## config.mk

```make
export PLATFORM = sky130hd
export DESIGN_NAME = axi_load_engine
export DESIGN_NICKNAME = d
export VERILOG_FILES = /design/src/rtl/lsu_pkg.sv /design/src/rtl/load_beat_writer.sv /design/src/rtl/axi_load_engine.sv
export SDC_FILE = /design/constraint.sdc
export NUM_CORES = 1
export LEC_CHECK = 0
export ABC_AREA = 1
export BUFFER_PORTS_ARGS = -buffer_cell sky130_fd_sc_hd__buf_2
export CAP_MARGIN = 10
export CORE_AREA = 2 2 123 125
export CTS_CLUSTER_SIZE = 8
export DETAILED_ROUTE_END_ITERATION = 10
export DIE_AREA = 0 0 125 127
export MAX_ROUTING_LAYER = met4
export PLACE_DENSITY = 0.66
export RECOVER_POWER = 50
export SETUP_SLACK_MARGIN = 0.15
export SLEW_MARGIN = 20
export SYNTH_ARGS = -nofsm -noshare
export SYNTH_HDL_FRONTEND = slang
export SYNTH_SLANG_ARGS = --single-unit
```

## constraint.sdc

```tcl
create_clock -name clk -period 3.25 [get_ports clk]
set_input_delay 0.65 -clock clk [delete_from_list [all_inputs] [get_ports clk]]
set_output_delay 0.65 -clock clk [all_outputs]
set_load 0.1 [all_outputs]
```

## src/rtl/lsu_pkg.sv

```systemverilog
// Shared LSU definitions: load-engine FSM states, AXI encodings and SRAM selects.
package lsu_pkg;

  typedef enum logic [1:0] {
    ST_IDLE = 2'd0,
    ST_ADDR = 2'd1,
    ST_DATA = 2'd2,
    ST_DONE = 2'd3
  } load_state_e;

  localparam logic [1:0] AXI_RESP_OKAY  = 2'b00;
  localparam logic [1:0] AXI_BURST_INCR = 2'b01;

  localparam logic [1:0] SRAM_TYPE_IFM  = 2'd0;
  localparam logic [1:0] SRAM_TYPE_WGT  = 2'd1;
  localparam logic [1:0] SRAM_TYPE_BIAS = 2'd2;
  localparam logic [1:0] SRAM_TYPE_OFM  = 2'd3;

endpackage

```

## src/rtl/load_beat_writer.sv

```systemverilog
// Registered SRAM write stage: one write per good beat until the burst goes bad.
module load_beat_writer #(
  parameter int DATA_W  = 32,
  parameter int SRAM_AW = 8,
  parameter int LEN_W   = 8
) (
  input  logic               clk,
  input  logic               rst_n,
  input  logic               beat_acc,
  input  logic               beat_err,
  input  logic               bad,
  input  logic [SRAM_AW-1:0] base,
  input  logic [LEN_W-1:0]   beat_cnt,
  input  logic [DATA_W-1:0]  rdata,
  output logic               sram_vld,
  output logic               sram_wen,
  output logic [SRAM_AW-1:0] sram_addr,
  output logic [DATA_W-1:0]  sram_din
);

  logic wr;

  // Once a burst has gone bad its remaining beats are dropped; the retry rewrites them.
  assign wr = beat_acc && !beat_err && !bad;

  always_ff @(posedge clk or negedge rst_n) begin
    if (!rst_n) begin
      sram_vld  <= 1'b0;
      sram_addr <= '0;
      sram_din  <= '0;
    end else begin
      sram_vld <= wr;
      if (wr) begin
        sram_addr <= base + SRAM_AW'(beat_cnt);
        sram_din  <= rdata;
      end
    end
  end

  assign sram_wen = sram_vld;

endmodule

```

## src/rtl/axi_load_engine.sv

```systemverilog
// DRAM-to-SRAM load engine: splits a command into AXI INCR read bursts, retries
// bursts that return errors, and streams good beats into the selected SRAM.
module axi_load_engine
  import lsu_pkg::*;
#(
  parameter int DATA_W    = 32,
  parameter int DRAM_AW   = 12,
  parameter int SRAM_AW   = 8,
  parameter int ID_W      = 8,
  parameter int LEN_W     = 8,
  parameter int NUM_W     = 4,
  parameter int MAX_RETRY = 3
) (
  input  logic               clk,
  input  logic               rst_n,
  input  logic               cmd_vld,
  output logic               cmd_rdy,
  input  logic [ID_W-1:0]    cmd_id,
  input  logic [DRAM_AW-1:0] cmd_dram_addr,
  input  logic [LEN_W-1:0]   cmd_len,
  input  logic [2:0]         cmd_size,
  input  logic [NUM_W-1:0]   cmd_num,
  input  logic [SRAM_AW-1:0] cmd_sram_addr,
  input  logic [1:0]         cmd_sram_type,
  output logic [ID_W-1:0]    axi_arid,
  output logic [DRAM_AW-1:0] axi_araddr,
  output logic [LEN_W-1:0]   axi_arlen,
  output logic [2:0]         axi_arsize,
  output logic [1:0]         axi_arburst,
  output logic               axi_arvld,
  input  logic               axi_arrdy,
  input  logic [ID_W-1:0]    axi_rid,
  input  logic [DATA_W-1:0]  axi_rdata,
  input  logic [1:0]         axi_rresp,
  input  logic               axi_rlast,
  input  logic               axi_rvld,
  output logic               axi_rrdy,
  output logic               sram_vld,
  output logic               sram_wen,
  output logic [SRAM_AW-1:0] sram_addr,
  output logic [DATA_W-1:0]  sram_din,
  output logic [1:0]         sram_type,
  output logic               done,
  output logic               err
);

  localparam int RW = $clog2(MAX_RETRY + 2);

  load_state_e state, state_nxt;

  logic [ID_W-1:0]    id_q;
  logic [DRAM_AW-1:0] dram_addr_q;
  logic [LEN_W-1:0]   len_q;
  logic [2:0]         size_q;
  logic [NUM_W-1:0]   num_m1_q;
  logic [NUM_W-1:0]   burst_cnt;
  logic [SRAM_AW-1:0] sram_base;
  logic [1:0]         sram_type_q;
  logic [RW-1:0]      retry_cnt;
  logic [LEN_W-1:0]   beat_cnt;
  logic               bad;
  logic               err_q;

  logic               beat_acc;
  logic               beat_err;
  logic               bad_now;
  logic               last_beat;
  logic               retry_ok;
  logic               burst_last;
  logic [DRAM_AW-1:0] dram_step;

  assign beat_acc   = (state == ST_DATA) && axi_rvld;
  assign beat_err   = (axi_rresp != AXI_RESP_OKAY) || (axi_rid != id_q);
  // Includes the current beat, so the rlast decision sees an error on the last beat.
  assign bad_now    = bad || beat_err || (axi_rlast && (beat_cnt != len_q));
  assign last_beat  = beat_acc && axi_rlast;
  assign retry_ok   = retry_cnt < RW'(MAX_RETRY);
  assign burst_last = burst_cnt == num_m1_q;
  assign dram_step  = (DRAM_AW'(len_q) + DRAM_AW'(1)) << size_q;

  always_ff @(posedge clk or negedge rst_n) begin
    if (!rst_n) state <= ST_IDLE;
    else        state <= state_nxt;
  end

  always_comb begin
    state_nxt = state;
    case (state)
      ST_IDLE: if (cmd_vld) state_nxt = ST_ADDR;
      ST_ADDR: if (axi_arrdy) state_nxt = ST_DATA;
      ST_DATA: begin
        if (last_beat) begin
          if (bad_now) state_nxt = retry_ok ? ST_ADDR : ST_DONE;
          else         state_nxt = burst_last ? ST_DONE : ST_ADDR;
        end
      end
      ST_DONE: state_nxt = ST_IDLE;
      default: state_nxt = ST_IDLE;
    endcase
  end

  always_ff @(posedge clk or negedge rst_n) begin
    if (!rst_n) begin
      id_q        <= '0;
      dram_addr_q <= '0;
      len_q       <= '0;
      size_q      <= '0;
      num_m1_q    <= '0;
      burst_cnt   <= '0;
      sram_base   <= '0;
      sram_type_q <= '0;
      retry_cnt   <= '0;
      beat_cnt    <= '0;
      bad         <= 1'b0;
      err_q       <= 1'b0;
    end else begin
      case (state)
        ST_IDLE: begin
          if (cmd_vld) begin
            id_q        <= cmd_id;
            dram_addr_q <= cmd_dram_addr;
            len_q       <= cmd_len;
            size_q      <= cmd_size;
            num_m1_q    <= (cmd_num == '0) ? '0 : cmd_num - NUM_W'(1);
            sram_base   <= cmd_sram_addr;
            sram_type_q <= cmd_sram_type;
            burst_cnt   <= '0;
            retry_cnt   <= '0;
            beat_cnt    <= '0;
            bad         <= 1'b0;
            err_q       <= 1'b0;
          end
        end
        ST_ADDR: begin
          if (axi_arrdy) begin
            beat_cnt <= '0;
            bad      <= 1'b0;
          end
        end
        ST_DATA: begin
          if (beat_acc) begin
            beat_cnt <= beat_cnt + LEN_W'(1);
            bad      <= bad_now;
            if (axi_rlast) begin
              if (bad_now) begin
                if (retry_ok) retry_cnt <= retry_cnt + RW'(1);
                else          err_q     <= 1'b1;
              end else if (!burst_last) begin
                burst_cnt   <= burst_cnt + NUM_W'(1);
                retry_cnt   <= '0;
                dram_addr_q <= dram_addr_q + dram_step;
                sram_base   <= sram_base + SRAM_AW'(len_q) + SRAM_AW'(1);
              end
            end
          end
        end
        default: ;
      endcase
    end
  end

  load_beat_writer #(
    .DATA_W  (DATA_W),
    .SRAM_AW (SRAM_AW),
    .LEN_W   (LEN_W)
  ) u_writer (
    .clk       (clk),
    .rst_n     (rst_n),
    .beat_acc  (beat_acc),
    .beat_err  (beat_err),
    .bad       (bad),
    .base      (sram_base),
    .beat_cnt  (beat_cnt),
    .rdata     (axi_rdata),
    .sram_vld  (sram_vld),
    .sram_wen  (sram_wen),
    .sram_addr (sram_addr),
    .sram_din  (sram_din)
  );

  assign cmd_rdy     = (state == ST_IDLE);
  assign axi_arvld   = (state == ST_ADDR);
  assign axi_rrdy    = (state == ST_DATA);
  assign done        = (state == ST_DONE);
  assign err         = err_q;
  assign axi_arid    = id_q;
  assign axi_araddr  = dram_addr_q;
  assign axi_arlen   = len_q;
  assign axi_arsize  = size_q;
  assign axi_arburst = AXI_BURST_INCR;
  assign sram_type   = sram_type_q;

endmodule
```

# == Yosys cells after proc, flatten, opt, wreduce, memory -nomap -nowiden ==
# Index checks and enable logic that the tools add are counted.
# op_classes
add_sub_neg,9
order_cmp,1
eq_ne,17
n_shift,1
n_mux,46
n_reduce_logical,21
# op_table
cell,count
$mux W8,8
$mux W12,5
$mux W4,6
$pmux W12 S2,1
$pmux W8 S3,1
$mux W3,6
$reduce_and A6 Y1,3
$add A8 B1 Y8 const B,2
$add A8 B8 Y8,2
$ne A8 B8 Y1,2
$pmux W8 S2,1
$add A12 B12 Y12,1
$mux W2,6
$shl A9 B3 Y12,1
$ne A2 B2 Y1 const B,5
$add A8 B1 Y9 const B,1
$ne A2 B1 Y1 const B,4
$pmux W2 S4,1
$pmux W4 S2,1
$mux W1,7
$pmux W3 S2,1
$logic_and A1 B1 Y1,5
$add A4 B1 Y4 const B,1
$eq A2 B2 Y1 const B,2
18 further kinds,22
# word_totals
ff_bits,105
inputBits,93
output_inout_bits,82
wordCells,111

# == Depth between registers and ports, before layout ==
# Gate-level depths: netlist (run 1).
# depth
ltp_word,8
ltp_mapped,21
depth_no_buf,21

# == Cells and area by module ==
# From an unflattened synthesis (run 1), not the netlist that was laid out.
# unflattened
hier_cells,843
hier_area_um2,6374.9
# modules_own_cells
module,instances,cells_per_inst,area_per_inst_um2,seq_area_each_um2
axi_load_engine,1,623,4516.8,1601.5
load_beat_writer,1,220,1858.0,1026.0

# == Worst setup path before layout (run 1) ==
# No wires, ideal clock.
# synth_path
kind,reg2reg
startpoint,register len_q[2] (netlist: axi_arlen[2])
endpoint,register dram_addr_q[9] (netlist: axi_araddr[9])
setup_time_ns,0.076
t_arrival_ns,3.371
required_ns,3.174
slack_ns,-0.197
path_stages_with_launch,19
path_buffers,1
period_less_slack_ns,3.447
path_cell_list,dfrtp_1 -> buf_2 -> nand2_1 -> nor2_1 -> nand3_1 -> nand3_1 -> o21ai_0 -> o21ai_0 -> mux2i_1 -> ha_1 -> nand2_1 -> or2_2 -> nand3_1 -> a21oi_1 -> xnor2_1 -> nand2_1 -> nand2_1 -> inv_1 -> o21ai_1
# synth_between
elab_chain_cells,8
elab_cells_between_ends,13
classes_between,2 x add/sub; 2 x eq/ne; 1 x shift; 5 x mux; 3 x reduce/logical
# synth_lines
item,line,text
from (decl),axi_load_engine.sv:53,logic [LEN_W-1:0] len_q;
from (signal assigned),axi_load_engine.sv:122,len_q <= cmd_len;
$add A8 B1 Y9,axi_load_engine.sv:79,assign dram_step = (DRAM_AW'(len_q) + DRAM_AW'(1)) << size_q;
$shl A9 B3 Y12,axi_load_engine.sv:79,
$add A12 B12 Y12,axi_load_engine.sv:151,dram_addr_q <= dram_addr_q + dram_step;
$mux W12,axi_load_engine.sv:148,end else if (!burst_last) begin
$mux W12,axi_load_engine.sv:145,if (bad_now) begin
$mux W12,axi_load_engine.sv:144,if (axi_rlast) begin
$mux W12,axi_load_engine.sv:141,if (beat_acc) begin
$pmux W12 S2,axi_load_engine.sv:117,case (state)
to (signal assigned),axi_load_engine.sv:121,dram_addr_q <= cmd_dram_addr;
to (signal assigned),axi_load_engine.sv:151,
to (decl),axi_load_engine.sv:52,logic [DRAM_AW-1:0] dram_addr_q;
# Parallel ways exist; a longest one is shown, timed or not. The select of a mux whose other input is x is not followed.
# A chain may end at the register's enable or synchronous reset.

# == Final worst setup path (run 1) ==
# Ends and elaborated chain as after synthesis.

==> reports/metrics.cfg, run 1 <==
[routing]
ant_nets = 0
via_count = 5803
drtPass1Iterations = 8
wirelength_microns = 16300
vias_per_cell = 4.85
wire_per_inst_microns = 13.6
drt_iter0_markers = 268
remaining_drc_errors = 0

[die]
coreArea_sq_um = 14400
rows = 44
dieHeight_microns = 127
floorplan.initialDensity_pct = 44.8
die_area_sq_um = 15900
die_w_microns = 125
ios = 175

[worst_setup_path]
crit_slowest_cell = dfrtp_4
cp-end-kind = flip-flop
critPathTopFamily = simple AND/OR/NAND/NOR gates
crit_buf_inv = 1
arrival_ps = 3170
path_max_fanout = 10
criticalPathCategory = reg -> reg
crit_top_cell = nand2_1
slowest_delay_ps = 530
start_kind = flip-flop
worstPathCellList = nand3_1 -> xor2_2 -> nor2_1 -> a31oi_2 -> nand2_1 -> o21ai_1 -> mux2i_1 -> ha_1 -> nand2_1 -> or2_2 -> nand3_1 -> a21oi_1 -> xnor2_1 -> nand2_1 -> nand2_1 -> inv_1 -> o21ai_1
cp.required_ps = 3530

[timing]
maxSlewViolCount = 41
post-route-period-util_pct = 88.9
setup_slack_ps = 360
fin_skew_ps = 7.28
fmax_ghz = 0.346
final.min_clock_period_ps = 2890
tns_ps = 0
grt_setup_unrepaired = no
final_hold_viol_count = 0
relSlewSlack_pct = -46.3
worst_slew_pin_slew_ps = 2190
setup_viol = 0

[clock_network]
cts_tree = done
clk_transition_reported_paths_ps = 70
clk_path_buf_depth = 2
numCtsBuffers = 9
cts_sinks = 105
hold_buffers = 0
cts_max_level = 3
clock_latency_ps = 350
cts-root-buf = clkbuf_16

[power_and_ir_drop]
p_total_mw = 8.79
peakVddDrop_uv = 836
power.leakage_nw = 4.24
p_per_area_nw_per_um2 = 1130

[global_routing]
antenna_found_initial = 1
grt_use_total_pct = 21.4
grt_max_degree = 66
grt_pass1_wl_microns = 26800
grt_remaining_overflow = 0
grt_pass1_vias = 5481

[placement]
gp_congestion = 0.868
port_buffers = 172
hpwl_microns = 12200
place_ws_ps = 322

[logic_synthesis]
synth_cells = 841
synth_cell_types = 46
synth_area_sq_um = 6460
syn_avg_cell_area_sq_um = 7.69
postSynthNetCount = 968
yosysSeqAreaShare_pct = 40.7
yosysWarnings = 0
ys_ff_latch = 105

[worst_hold_path]
hp-class = reg -> reg

[finish]
layout.nets = 1133
synthToLayoutAreaGrowth_pct = 20.8
layout-drive-gt1-share_pct = 23.6

[run_status]
violations = max-capacitance violations, max-slew violations
status = finished, violations left

[job]
max_cap_violations = 1

power by group:
group	switching [mW]	internal, mW
Clock	0.532	0.536
Sequential	0.458	1.65
Combinational	4.04	1.57
Total	5.03	3.76
worst paths after layout:
check | slack, ps | depth (start not counted) | end | from
max | 360 | 17 | axi_araddr[9]$_DFFE_PN0P_ | axi_arlen[2]$_DFFE_PN0P_
min | 480 | 2 | u_writer.sram_din[22]$_DFFE_PN0P_ | u_writer.sram_din[22]$_DFFE_PN0P_
max reg2reg | 360 | 17 | axi_araddr[9]$_DFFE_PN0P_ | axi_arlen[2]$_DFFE_PN0P_
min reg2reg | 480 | 2 | u_writer.sram_din[22]$_DFFE_PN0P_ | u_writer.sram_din[22]$_DFFE_PN0P_
max in group asynchronous | 1060 | 1 | sram_type[0]$_DFFE_PN0P_ | rst_n
min in group asynchronous | 940 | 1 | u_writer.sram_din[30]$_DFFE_PN0P_ | rst_n
registers in the layout (all words and copies together) (netlist names):
signal / flops
bad: 1
sram_type: 2
axi_arsize: 3
retry_cnt: 3
num_m1_q: 4
err: 1
axi_arlen: 8
burst_cnt: 4
u_writer.sram_vld: 1
u_writer.sram_din: 32
u_writer.sram_addr: 8
sram_base: 8
state: 2
axi_araddr: 12
beat_cnt: 8
axi_arid: 8
area by class of cell:
| cell class | instances | area [sq um] |
|---|---|---|
| multi-input cells | 638 | 3460 |
| clock inverters | 7 | 62.6 |
| diodes | 1 | 2.50 |
| well taps | 184 | 230 |
| inverters | 70 | 265 |
| clock buffers | 9 | 225 |
| fillers | 1437 | 6610 |
| repair buffers | 182 | 920 |
| flip-flops and latches | 105 | 2640 |
what timing repair did:
item | 4_1_cts | 5_1_grt
setup buffers | 0 | 3
setup endpoints to repair | 0 | 6
gates resized for setup | 0 | 21
cell families (layout without fill, tap and decap cells):
kind of cell	count (synthesis)	in the layout	share of synthesized area, %
XOR/XNOR	31	31	4.20
AO/OA/AOI/OAI	117	117	10.6
multiplexers	10	10	1.55
other	2	3	0.116
adder cells (fa/ha/maj)	34	34	6.93
AND/OR/NAND/NOR	444	444	29.3
flip-flops	105	105	40.7
buffers and inverters	98	268	6.62
cell usage after synthesis (all sizes together):
cell | n | area share [%]
nand3 | 53 | 4.5
nor4 | 1 | 0.33
dfrtp | 105 | 41
xor2 | 23 | 3.1
clkbuf | 14 | 0.83
a21oi | 30 | 2.3
o22ai | 2 | 0.19
nor2 | 46 | 3.1
o21ai | 68 | 6.2
clkinv | 2 | 0.12
o21a | 1 | 0.12
and2b | 1 | 0.12
a31oi | 6 | 0.58
nor3b | 3 | 0.35
ha | 31 | 6.0
or2 | 10 | 0.97
o211ai | 2 | 0.23
o221ai | 1 | 0.14
xnor2 | 8 | 1.1
fa | 3 | 0.93
nand4 | 7 | 0.68
mux2i | 10 | 1.5
nand2 | 314 | 18
o31ai | 2 | 0.23
buf | 14 | 1.7
o21bai | 5 | 0.58
inv | 68 | 4.0
nor3 | 7 | 0.70
conb | 2 | 0.12
nand3b | 2 | 0.23
cells in the final DEF, fill, tap and decap left out, types with 10 or more instances in the layout:
| master | n |
|---|---|
| nand3_1 | 51 |
| clkbuf_1 | 19 |
| inv_1 | 64 |
| mux2i_1 | 10 |
| nand2_1 | 310 |
| o21ai_2 | 19 |
| xor2_1 | 22 |
| ha_1 | 30 |
| buf_2 | 154 |
| nor2_1 | 39 |
| o21ai_0 | 46 |
| dfrtp_1 | 96 |
| a21oi_1 | 30 |
layer usage:
metal	track usage, %	share of wire (%)	vias up
met5	-	0	-
met4	6.60	1.6	0
met3	3.02	4.4	18
met2	34.9	48	135
met1	28.0	46	2617
li1	-	-	3033
stage by stage:
stage | util [%] | cells | hold slack, ps | area, sq um
final | 54.1 | 1196 | 478 | 7810
after detailed placement | 51.8 | 1176 | 459 | 7470
after global placement | 51.8 | 1176 | 457 | 7470
after CTS | 53.8 | 1192 | 283 | 7760
after floorplan | - | 841 | 354 | 6480
after global routing | 54.1 | 1196 | 481 | 7810
worst reg2reg max path, delay by kind of cell (launching register included):
family	cells	cell delay [ps]
XOR/XNOR	2	340
AND/OR/NAND/NOR	8	950
buffers and inverters	1	40
multiplexers	1	90
AO/OA/AOI/OAI	4	490
flip-flops	1	530
adder cells (fa/ha/maj)	1	380
No activity file was read; power rests on OpenSTA's default activity.
==> run 2: changes to the inputs <==
CTS_CLUSTER_SIZE = not set   (was 8)
RECOVER_POWER = 25   (was 50)
==> run 2 against run 1 <==
Clock power hardly changed; the flow still finishes with violations (max-capacitance violations, max-slew violations); setup slack better by 16 ps; wire length is 0.13% lower; critical endpoint unchanged; power hardly changed; first-iteration DRC count is 4.5% lower; register-to-register slack better by 20 ps; die area stayed put; global-route usage stayed put; fmax is 0.57% higher.
==> reports/metrics.cfg, run 2 (same netlist as run 1, synthesis figures left out) <==
[die]
rows = 44
die_area_sq_um = 15900
coreArea_sq_um = 14400
floorplan.initialDensity_pct = 44.8
ios = 175
dieHeight_microns = 127
die_w_microns = 125

[placement]
dp_cells = 1176
dpl_cell_area_sq_um = 7470
gp_congestion = 0.868
hpwl_microns = 12200
port_buffers = 172

[power_and_ir_drop]
p_total_mw = 8.80
power.leakage_nw = 4.31
p_per_area_nw_per_um2 = 1120
peakVddDrop_uv = 836

[worst_setup_path]
criticalPathCategory = reg -> reg
arrival_ps = 3150
worstPathCellList = nand3_1 -> xor2_2 -> nor2_1 -> a31oi_2 -> nand2_1 -> o21ai_1 -> mux2i_1 -> ha_1 -> nand2_1 -> or2_2 -> nand3_1 -> a21oi_1 -> xnor2_1 -> nand2_1 -> nand2_1 -> inv_1 -> o21ai_1
start_kind = flip-flop
crit_slowest_cell = dfrtp_4
cp.required_ps = 3530
crit_buf_inv = 1
r2r_setup_slack_ps = 380
critPathTopFamily = simple AND/OR/NAND/NOR gates
path_max_fanout = 10
crit_top_cell = nand2_1
slowest_delay_ps = 530
cp-end-kind = flip-flop

[routing]
drt_iter0_markers = 256
drtPass1Iterations = 4
wire_per_inst_microns = 13.6
vias_per_cell = 4.85
remaining_drc_errors = 0
wirelength_microns = 16300
ant_nets = 0
via_count = 5798

[global_routing]
grt_max_degree = 66
grt_use_total_pct = 21.4
antenna_found_initial = 1
grt_pass1_vias = 5481
grt_pass1_wl_microns = 26800
grt_remaining_overflow = 0

[timing]
post-route-period-util_pct = 88.4
setup_viol = 0
final.min_clock_period_ps = 2870
grt_setup_unrepaired = no
tns_ps = 0
relSlewSlack_pct = -46.1
final_hold_viol_count = 0
worst_slew_pin_slew_ps = 2190
fmax_ghz = 0.348
maxSlewViolCount = 41
fin_hold_ws_ps = 474
fin_skew_ps = 7.04

[clock_network]
clk_path_buf_depth = 2
cts-root-buf = clkbuf_16
clk_transition_reported_paths_ps = 80
cts_tree = done
cts_sinks = 105
clock_latency_ps = 350
numCtsBuffers = 9
hold_buffers = 0
cts_max_level = 3

[finish]
layout-drive-gt1-share_pct = 25.8
design_area_sq_um = 7860
layout.nets = 1133
top_register = u_writer.sram_din
synthToLayoutAreaGrowth_pct = 21.5
stdcell_count = 1196
layout_common_cells = nand2_1 (309), buf_2 (171), dfrtp_1 (96)
final_common_cell = nand2_1
largest_reg_flops = 32
fill_cells = 1420

[worst_hold_path]
hp-class = reg -> reg

[job]
max_cap_violations = 1

[run_status]
violations = max-capacitance violations, max-slew violations
status = finished, violations left

run 2: layer usage:
metal	vias to the layer above	GRT usage, %	share of wire (%)
met2	137	34.9	48
li1	3040	-	-
met5	-	-	0
met3	18	3.02	4.4
met4	0	6.60	1.6
met1	2603	28.0	47
run 2: cell type report:
type	instances	area, sq um	share of cell area, %
clock buffer	9	225	2.87
multi-input combinational	638	3480	44.3
antenna	1	2.50	0.0319
tap	184	230	2.93
sequential	105	2640	33.6
inverter	70	265	3.38
timing repair buffer	182	947	12.1
clock inverter	7	62.6	0.796
run 2: where the power goes:
part | internal (mW) | switching [mW]
combinational | 1.58 | 4.04
clock | 0.536 | 0.533
sequential | 1.65 | 0.456
run 2: repair_timing:
action | CTS | global route
setup endpoints to repair | 0 | 6
buffers inserted | 0 | 3
gates resized for setup | 0 | 21
run 2: worst reg2reg max path, stage by stage, from the launching register on:
cell and delay, ps:
dfrtp_4 530, nand3_1 180, xor2_2 200, nor2_1 80, a31oi_2 190, nand2_1 70, o21ai_1 100, mux2i_1 90
ha_1 360, nand2_1 80, or2_2 290, nand3_1 120, a21oi_1 100, xnor2_1 140, nand2_1 60, nand2_1 60
inv_1 40, o21ai_1 100
run 2: worst paths after layout:
check                                                    end                             start  cells after the start
setup / recovery                   axi_araddr[9]$_DFFE_PN0P_          axi_arlen[2]$_DFFE_PN0P_                     17
hold / removal              u_writer.sram_din[4]$_DFFE_PN0P_  u_writer.sram_din[4]$_DFFE_PN0P_                      2
setup reg to reg                   axi_araddr[9]$_DFFE_PN0P_          axi_arlen[2]$_DFFE_PN0P_                     17
hold reg to reg             u_writer.sram_din[4]$_DFFE_PN0P_  u_writer.sram_din[4]$_DFFE_PN0P_                      2
max in group asynchronous           sram_type[0]$_DFFE_PN0P_                             rst_n                      1
min in group asynchronous  u_writer.sram_din[25]$_DFFE_PN0P_                             rst_n                      1
run 2: through the flow:
step / utilization [%] / worst slack, ps
6_report: 54.5 / 377
5_1_grt: 54.5 / 131
4_1_cts: 53.8 / 319
3_5_place_dp: 51.8 / 322
3_3_place_gp: 51.8 / 352
2_1_floorplan: - / 220
